### config.mk
export PLATFORM = sky130hd
export DESIGN_NAME = multi_cycle_ctr
export DESIGN_NICKNAME = d
export VERILOG_FILES = /design/src/rtl/multi_cycle_ctr.sv
export SDC_FILE = /design/constraint.sdc
export NUM_CORES = 1
export LEC_CHECK = 0
export BUFFER_PORTS_ARGS = -buffer_cell sky130_fd_sc_hd__buf_2
export CORE_ASPECT_RATIO = 0.9
export CORE_MARGIN = 10
export CORE_UTILIZATION = 39
export DETAILED_ROUTE_END_ITERATION = 6
export PLACE_DENSITY = 0.92
export SKIP_LAST_GASP = 1
export SLEW_MARGIN = 20
export SYNTH_ARGS = -nofsm -noshare
export SYNTH_HDL_FRONTEND = slang
export SYNTH_SLANG_ARGS = --single-unit
export TNS_END_PERCENT = 20
### constraint.sdc
create_clock -name clk -period 4.55 [get_ports clk]
set_clock_uncertainty 0.2 [all_clocks]
set_input_delay 0 -clock clk [delete_from_list [all_inputs] [get_ports clk]]
set_output_delay 0 -clock clk [all_outputs]
set_load 0.005 [all_outputs]
### src/rtl/multi_cycle_ctr.sv
// multi_cycle_ctr: control FSM for a multi-cycle MIPS-style datapath (IF/ID/EX/MEM/WB).
// Latency: strobes are combinational from state and inputs; j=2, beq/bne=3, R/addi/ori/sw=4, lw=5 cycles.
// Backpressure: IF and MEM stall while mem_ready is low; mem_ready is ignored in ID, EX and WB.
// Option: define MULTI_CYCLE_CTR_PERF_CNT_EN to build the 32-bit retired-instruction counter.
module multi_cycle_ctr (
    input  logic        clk,
    input  logic        reset,
    input  logic [5:0]  op,
    input  logic [5:0]  func,
    input  logic        zero,
    input  logic        mem_ready,
    output logic        mem_rd,
    output logic        mem_wr,
    output logic        ir_wr,
    output logic        pc_wr,
    output logic [1:0]  pc_src,
    output logic        iord,
    output logic        reg_wr,
    output logic        reg_dst,
    output logic        mem_to_reg,
    output logic        alu_src,
    output logic        ext_op,
    output logic        r_type,
    output logic [3:0]  alu_op,
    output logic        illegal,
    output logic [31:0] instr_cnt,
    output logic [2:0]  state
);

    localparam logic [5:0] OP_R    = 6'b000000;
    localparam logic [5:0] OP_J    = 6'b000010;
    localparam logic [5:0] OP_BEQ  = 6'b000100;
    localparam logic [5:0] OP_BNE  = 6'b000101;
    localparam logic [5:0] OP_ADDI = 6'b001000;
    localparam logic [5:0] OP_ORI  = 6'b001101;
    localparam logic [5:0] OP_LW   = 6'b100011;
    localparam logic [5:0] OP_SW   = 6'b101011;

    localparam logic [3:0] ALU_ADD = 4'b0000;
    localparam logic [3:0] ALU_SUB = 4'b0001;
    localparam logic [3:0] ALU_OR  = 4'b0010;

    typedef enum logic [2:0] {
        ST_IF  = 3'd0,
        ST_ID  = 3'd1,
        ST_EX  = 3'd2,
        ST_MEM = 3'd3,
        ST_WB  = 3'd4
    } state_t;

    state_t state_q;
    state_t state_d;
    logic   op_legal;

    // func is consumed by the ALU control downstream, not by this sequencer
    logic unused_func;
    assign unused_func = ^func;

    assign op_legal = op inside {OP_R, OP_LW, OP_SW, OP_BEQ, OP_BNE, OP_J, OP_ADDI, OP_ORI};
    assign state    = state_q;

    // state register; reset always lands in IF
    always_ff @(posedge clk) begin
        if (reset) begin
            state_q <= ST_IF;
        end else begin
            state_q <= state_d;
        end
    end

    // next-state and datapath strobes; everything is gated off while reset is high
    always_comb begin
        state_d    = state_q;
        mem_rd     = 1'b0;
        mem_wr     = 1'b0;
        ir_wr      = 1'b0;
        pc_wr      = 1'b0;
        pc_src     = 2'b00;
        iord       = 1'b0;
        reg_wr     = 1'b0;
        reg_dst    = 1'b0;
        mem_to_reg = 1'b0;
        alu_src    = 1'b0;
        ext_op     = 1'b0;
        r_type     = 1'b0;
        alu_op     = ALU_ADD;
        illegal    = 1'b0;

        case (state_q)
            ST_IF: begin
                mem_rd = 1'b1;
                if (mem_ready) begin
                    ir_wr   = 1'b1;
                    pc_wr   = 1'b1;
                    state_d = ST_ID;
                end
            end
            ST_ID: begin
                if (op == OP_J) begin
                    pc_wr   = 1'b1;
                    pc_src  = 2'b10;
                    state_d = ST_IF;
                end else if (op_legal) begin
                    state_d = ST_EX;
                end else begin
                    illegal = 1'b1;
                    state_d = ST_IF;
                end
            end
            ST_EX: begin
                case (op)
                    OP_R: begin
                        r_type  = 1'b1;
                        state_d = ST_WB;
                    end
                    OP_LW, OP_SW: begin
                        alu_src = 1'b1;
                        ext_op  = 1'b1;
                        state_d = ST_MEM;
                    end
                    OP_ADDI: begin
                        alu_src = 1'b1;
                        ext_op  = 1'b1;
                        state_d = ST_WB;
                    end
                    OP_ORI: begin
                        alu_op  = ALU_OR;
                        alu_src = 1'b1;
                        state_d = ST_WB;
                    end
                    OP_BEQ, OP_BNE: begin
                        alu_op  = ALU_SUB;
                        ext_op  = 1'b1;
                        pc_src  = 2'b01;
                        pc_wr   = (op == OP_BEQ) ? zero : ~zero;
                        state_d = ST_IF;
                    end
                    // IR is stable after IF, so this only covers a corrupted opcode
                    default: state_d = ST_IF;
                endcase
            end
            ST_MEM: begin
                iord   = 1'b1;
                mem_rd = (op == OP_LW);
                mem_wr = (op == OP_SW);
                if (mem_ready) begin
                    state_d = (op == OP_LW) ? ST_WB : ST_IF;
                end
            end
            ST_WB: begin
                reg_wr     = 1'b1;
                reg_dst    = (op == OP_R);
                mem_to_reg = (op == OP_LW);
                state_d    = ST_IF;
            end
            default: state_d = ST_IF;
        endcase

        if (reset) begin
            state_d    = ST_IF;
            mem_rd     = 1'b0;
            mem_wr     = 1'b0;
            ir_wr      = 1'b0;
            pc_wr      = 1'b0;
            pc_src     = 2'b00;
            iord       = 1'b0;
            reg_wr     = 1'b0;
            reg_dst    = 1'b0;
            mem_to_reg = 1'b0;
            alu_src    = 1'b0;
            ext_op     = 1'b0;
            r_type     = 1'b0;
            alu_op     = ALU_ADD;
            illegal    = 1'b0;
        end
    end

`ifdef MULTI_CYCLE_CTR_PERF_CNT_EN
    logic        retire;
    logic [31:0] instr_cnt_q;

    // an instruction retires on the last cycle of its route; illegal ops never do
    assign retire = ~reset &
                    (((state_q == ST_ID)  && (op == OP_J)) ||
                     ((state_q == ST_EX)  && ((op == OP_BEQ) || (op == OP_BNE))) ||
                     ((state_q == ST_MEM) && (op == OP_SW) && mem_ready) ||
                      (state_q == ST_WB));

    // free-running retirement count, wraps naturally at 2^32
    always_ff @(posedge clk) begin
        if (reset) begin
            instr_cnt_q <= 32'd0;
        end else if (retire) begin
            instr_cnt_q <= instr_cnt_q + 32'd1;
        end
    end

    assign instr_cnt = instr_cnt_q;
`else
    assign instr_cnt = 32'd0;
`endif

endmodule
==> results.sh, run 1 <==
export IMPL_status="finished clean"
export IMPL_relSlewSlack=0.666
export IMPL_syn_inst=105
export IMPL_drive_gt1_frac=0.278
export IMPL_post_dp_hpwl_um=1690
export IMPL_netlist_area_um2=739
export IMPL_worstPathArrival_ns=1.93
export IMPL_nets=150
export IMPL_cts_buffers=3
export IMPL_largest_register_ffs=3
export IMPL_cts_sinks=3
export IMPL_cts_resized=0
export IMPL_synth_warnings=0
export IMPL_clockBufferDepth=2
export IMPL_wl_per_cell_um=12.8
export IMPL_hold_violations=0
export IMPL_fillCellCount=213
export IMPL_vdd_ir_drop_worst_mv=0.0908
export IMPL_grt_overflow=0
export IMPL_drc=0
export IMPL_synth_top_family_by_area="buffers and inverters"
export IMPL_setup_tns_ns=0
export IMPL_diodes=0
export IMPL_synth_compound_area_frac=0.142
export IMPL_fin_area_um2=796
export IMPL_holdBufCountCts=2
export IMPL_grt_usage=0.0917
export IMPL_clkSlewWorstSetupHoldPaths_ns=0.04
export IMPL_crit_buf_inv=3
export IMPL_post_synth_cell_area_avg_um2=7.04
export IMPL_drv_cap=0
export IMPL_yosys_register_bits=3
export IMPL_final_common_cell="conb_1"
export IMPL_synth_xor_area_frac=0.0118
export IMPL_crit_path_top_delay_cell="dlygate4sd3_1"
export IMPL_die_h_um=61.3
export IMPL_grt_pass1_vias=646
export IMPL_firstDrtPassIters=4
export IMPL_antenna_found_initial=0
export IMPL_final_cell_mix="conb_1, buf_2, nor2_1"
export IMPL_path_cells="dlygate4sd3_1 > buf_2 > nor2_1 > nand2_1 > or4_1 > nor2_1 > buf_2"
export IMPL_drtAntennaViolNets=0
export IMPL_fin_crit_sh=0.467
export IMPL_post_cts_buffers=0
export IMPL_slew_viol_final=0
export IMPL_syn2layout_area_growth_pct=7.61
export IMPL_synthSimpleGateAreaFrac=0.318
export IMPL_required_ns=4.35
export IMPL_clock_latency_ns=0.23
export IMPL_tightest_slew_ns=0.501
export IMPL_cts_tree="done"
export IMPL_critPathLaunchType="primary input"
export IMPL_htreeDepth=1
export IMPL_gp_congestion=0.852
export IMPL_ios=69
export IMPL_dp_slack_ns=2.77
export IMPL_drt_wl_total_um=2010
export IMPL_design_die_area_um2=4040
export IMPL_grt_pass1_wl_um=3040
export IMPL_cpPeakStageDelay_ns=0.54
export IMPL_synth_cell_types=36
export IMPL_core_area_um2=1730
export IMPL_powerDensity_nw_per_um2=146
export IMPL_post_route_min_period_ns=2.13
export IMPL_start_util=0.426
export IMPL_leakage_nw=0.425
export IMPL_critPathTopFamily="simple AND/OR/NAND/NOR gates"
export IMPL_num_rows=14
export IMPL_placed_area_um2=749
export IMPL_worst_slack_ns=2.42
export IMPL_port_buffers=28
export IMPL_root_buffer="clkbuf_4"
export IMPL_muxShareOfSynthArea=0.0288
export IMPL_dr_total_vias=683
export IMPL_setup_viol_count_final=0
export IMPL_worst_setup_path_end_kind="output pin"
export IMPL_rsz0062_at_grt="false"
export IMPL_path_max_fanout=8
export IMPL_synth_seq_area_share=0.0812
export IMPL_grt_start_max_net_pins=17
export IMPL_hp_class="in -> reg"
export IMPL_criticalPathCategory="in -> out"
export IMPL_fmax_ghz=0.470
export IMPL_die_w_um=65.9
export IMPL_drt_initial_drc_count=25
export IMPL_viasPerCell=4.35
export IMPL_synthAdderAreaFrac=0.0135
synth_stat cells (all sizes together):
cell / number / area (um^2)
a211o: 1 / 8.76
a21oi: 2 / 10.0
a22o: 1 / 8.76
a31o: 1 / 8.76
a31oi: 1 / 6.26
a32o: 1 / 10.0
a32oi: 1 / 8.76
and3: 5 / 31.3
buf: 37 / 277
clkbuf: 2 / 7.51
conb: 1 / 3.75
dfxtp: 3 / 60.1
inv: 3 / 11.3
maj3: 1 / 10.0
mux2: 1 / 11.3
mux2i: 1 / 10.0
nand2: 3 / 11.3
nand3: 4 / 20.0
nand3b: 2 / 15.0
nor2: 10 / 37.5
nor2b: 5 / 31.3
nor3: 3 / 15.0
nor4: 5 / 31.3
o21a: 1 / 7.51
o21ai: 1 / 5.00
o2bb2ai: 1 / 8.76
o31ai: 1 / 12.5
o32a: 1 / 10.0
or2: 1 / 6.26
or3: 2 / 17.5
or3b: 1 / 11.3
or4: 1 / 7.51
xnor2: 1 / 8.76
where the power goes:
part | internal, W | switching [W]
sequential | 0.0000271 | 0.00000242
combinational | 0.0000149 | 0.0000250
clock | 0.0000329 | 0.0000142
metal layers:
layer | routed length (um) | vias up | track usage
li1 | - | 354 | -
met1 | 860 | 294 | 0.100
met2 | 895 | 35 | 0.153
met3 | 250 | 0 | 0.0526
met4 | 0 | 0 | 0.0183
met5 | 0 | - | 0
final cells by class:
cell class                      count  area [um^2]  area share
Clock buffer                        4         26.3      0.0330
Inverter                            3         11.3      0.0142
Multi-Input combinational cell     93          508       0.638
Sequential cell                     3         60.1      0.0755
Tap cell                           24         30.0      0.0377
Timing Repair Buffer               30          160       0.201
per-stage QoR:
stage | std cells | utilization | hold WS [ns] | power, W
2_1_floorplan | 138 | - | -0.165 | 0.0000777
3_3_place_gp | 151 | 0.432 | 0.115 | 0.0000655
3_5_place_dp | 151 | 0.432 | 0.120 | 0.0000666
4_1_cts | 157 | 0.459 | 0.00992 | 0.000118
5_1_grt | 157 | 0.459 | 0.0266 | 0.000129
6_report | 157 | 0.459 | 0.0210 | 0.000116
worst register-to-register path, cell delays in order, from the launching register on:
cell and delay (ns):
dfxtp_1 0.62, inv_1 0.15, mux2_2 0.29, o2bb2ai_1 0.12
path summary, 6_finish.rpt:
check / start / end / slack, ns / cells after the start
max: reset / r_type / 2.42 / 7
min: op[4] / state[0] / 0.02 / 3
max reg2reg: state[0] / state[1] / 3.09 / 3
min reg2reg: state[1] / state[0] / 0.39 / 1
cells by family after synthesis:
family / Yosys count
AND/OR/NAND/NOR: 42
buffers and inverters: 42
AO/OA/AOI/OAI: 13
flip-flops: 3
multiplexers: 2
adder cells (fa/ha/maj): 1
other: 1
XOR/XNOR: 1
Power figures use the tool's default switching activity.
==> run 2: changes to the inputs <==
Settings changed: CORE_UTILIZATION 39 to 37, PLACE_DENSITY 0.92 to 0.89.
Clock period 4.55 ns to 2.2 ns, I/O delays scaled along.
==> results.sh, run 2 (synthesized netlist as in run 1, its figures left out) <==
export IMPL_status="finished clean"
export IMPL_port_buffers=28
export IMPL_fin_util=0.420
export IMPL_grt_pass1_vias=662
export IMPL_largest_register_ffs=3
export IMPL_cpPeakStageDelay_ns=0.54
export IMPL_viasPerCell=4.52
export IMPL_gp_congestion=0.783
export IMPL_final_cell_mix="conb_1, buf_2, nor2_1"
export IMPL_dr_total_vias=718
export IMPL_start_util=0.386
export IMPL_hold_violations=0
export IMPL_fillCellCount=223
export IMPL_placed_area_um2=758
export IMPL_post_cts_buffers=0
export IMPL_num_rows=15
export IMPL_path_max_fanout=7
export IMPL_slew_viol_final=0
export IMPL_grt_usage=0.0857
export IMPL_setup_viol_count_final=0
export IMPL_antenna_found_initial=0
export IMPL_grt_pass1_wl_um=3040
export IMPL_drtAntennaViolNets=0
export IMPL_wl_per_cell_um=12.8
export IMPL_rsz0062_at_grt="false"
export IMPL_drv_cap=0
export IMPL_diodes=0
export IMPL_setup_tns_ns=0
export IMPL_worst_setup_path_end_kind="output pin"
export IMPL_criticalPathCategory="in -> out"
export IMPL_required_ns=2.00
export IMPL_whs_ns=0.0174
export IMPL_clockBufferDepth=2
export IMPL_clkSlewWorstSetupHoldPaths_ns=0.04
export IMPL_drt_wl_total_um=2030
export IMPL_leakage_nw=0.429
export IMPL_clock_latency_ns=0.24
export IMPL_drc=0
export IMPL_root_buffer="clkbuf_4"
export IMPL_drt_initial_drc_count=58
export IMPL_die_w_um=67.1
export IMPL_design_die_area_um2=4190
export IMPL_fin_area_um2=805
export IMPL_syn2layout_area_growth_pct=8.80
export IMPL_core_area_um2=1910
export IMPL_ios=69
export IMPL_hp_class="in -> reg"
export IMPL_cts_resized=0
export IMPL_post_dp_hpwl_um=1680
export IMPL_vdd_ir_drop_worst_mv=0.174
export IMPL_final_common_cell="conb_1"
export IMPL_grt_start_max_net_pins=17
export IMPL_holdBufCountCts=2
export IMPL_htreeDepth=1
export IMPL_worstPathArrival_ns=1.74
export IMPL_drive_gt1_frac=0.284
export IMPL_power_total_w=0.000242
export IMPL_nets=151
export IMPL_powerDensity_nw_per_um2=301
export IMPL_die_h_um=62.4
export IMPL_fin_crit_sh=0.882
export IMPL_cts_sinks=3
export IMPL_cts_buffers=3
export IMPL_critPathLaunchType="primary input"
export IMPL_grt_overflow=0
export IMPL_path_cells="dlygate4sd3_1 > buf_2 > nor2_1 > nand2_1 > or4_1 > nor2_1 > buf_2"
export IMPL_crit_path_top_delay_cell="dlygate4sd3_1"
export IMPL_firstDrtPassIters=4
export IMPL_post_route_min_period_ns=1.94
export IMPL_cts_tree="done"
export IMPL_fmax_ghz=0.515
## run 2: cell types whose count changed in the layout (fill, tap and decap cells not counted), sizes merged
| cell | before | now |
|---|---|---|
| buf | 28 | 29 |
## run 2: final cells by class
type                            instances  area [um^2]  area share
Tap cell                               25         31.3      0.0389
Inverter                                3         11.3      0.0140
Multi-Input combinational cell         93          508       0.631
Clock buffer                            4         26.3      0.0327
Timing Repair Buffer                   31          168       0.208
Sequential cell                         3         60.1      0.0747
## run 2: layer usage
| layer | track usage | up-vias | routed length (um) |
|---|---|---|---|
| li1 | - | 358 | - |
| met1 | 0.0974 | 308 | 772 |
| met2 | 0.128 | 52 | 884 |
| met3 | 0.0556 | 0 | 373 |
| met4 | 0.0231 | 0 | 0 |
| met5 | 0 | - | 0 |
## run 2: power breakdown
| group | internal [W] | switching (W) |
|---|---|---|
| sequential | 0.0000560 | 0.00000497 |
| combinational | 0.0000310 | 0.0000509 |
| clock | 0.0000681 | 0.0000313 |
## run 2: path summary, 6_finish.rpt
path                  from        to  slack [ns]  cells after the start
setup / recovery     reset    r_type        0.26                      7
hold / removal       op[4]  state[0]        0.02                      3
setup reg to reg  state[0]  state[1]        0.73                      3
hold reg to reg   state[1]  state[0]        0.38                      1
## run 2: metrics by stage
| step | worst slack (ns) | std cells |
|---|---|---|
| 5_1_grt | 0.140 | 159 |
| 2_1_floorplan | 0.657 | 138 |
| 3_5_place_dp | 0.543 | 153 |
| 6_report | 0.259 | 159 |
| 3_3_place_gp | 0.560 | 153 |
| 4_1_cts | 0.270 | 159 |
## run 2: worst max-delay path: cells and delay by family
family	cells	cell delay, ns
buffers and inverters	3	0.79
and+or+nand+nor	4	0.95
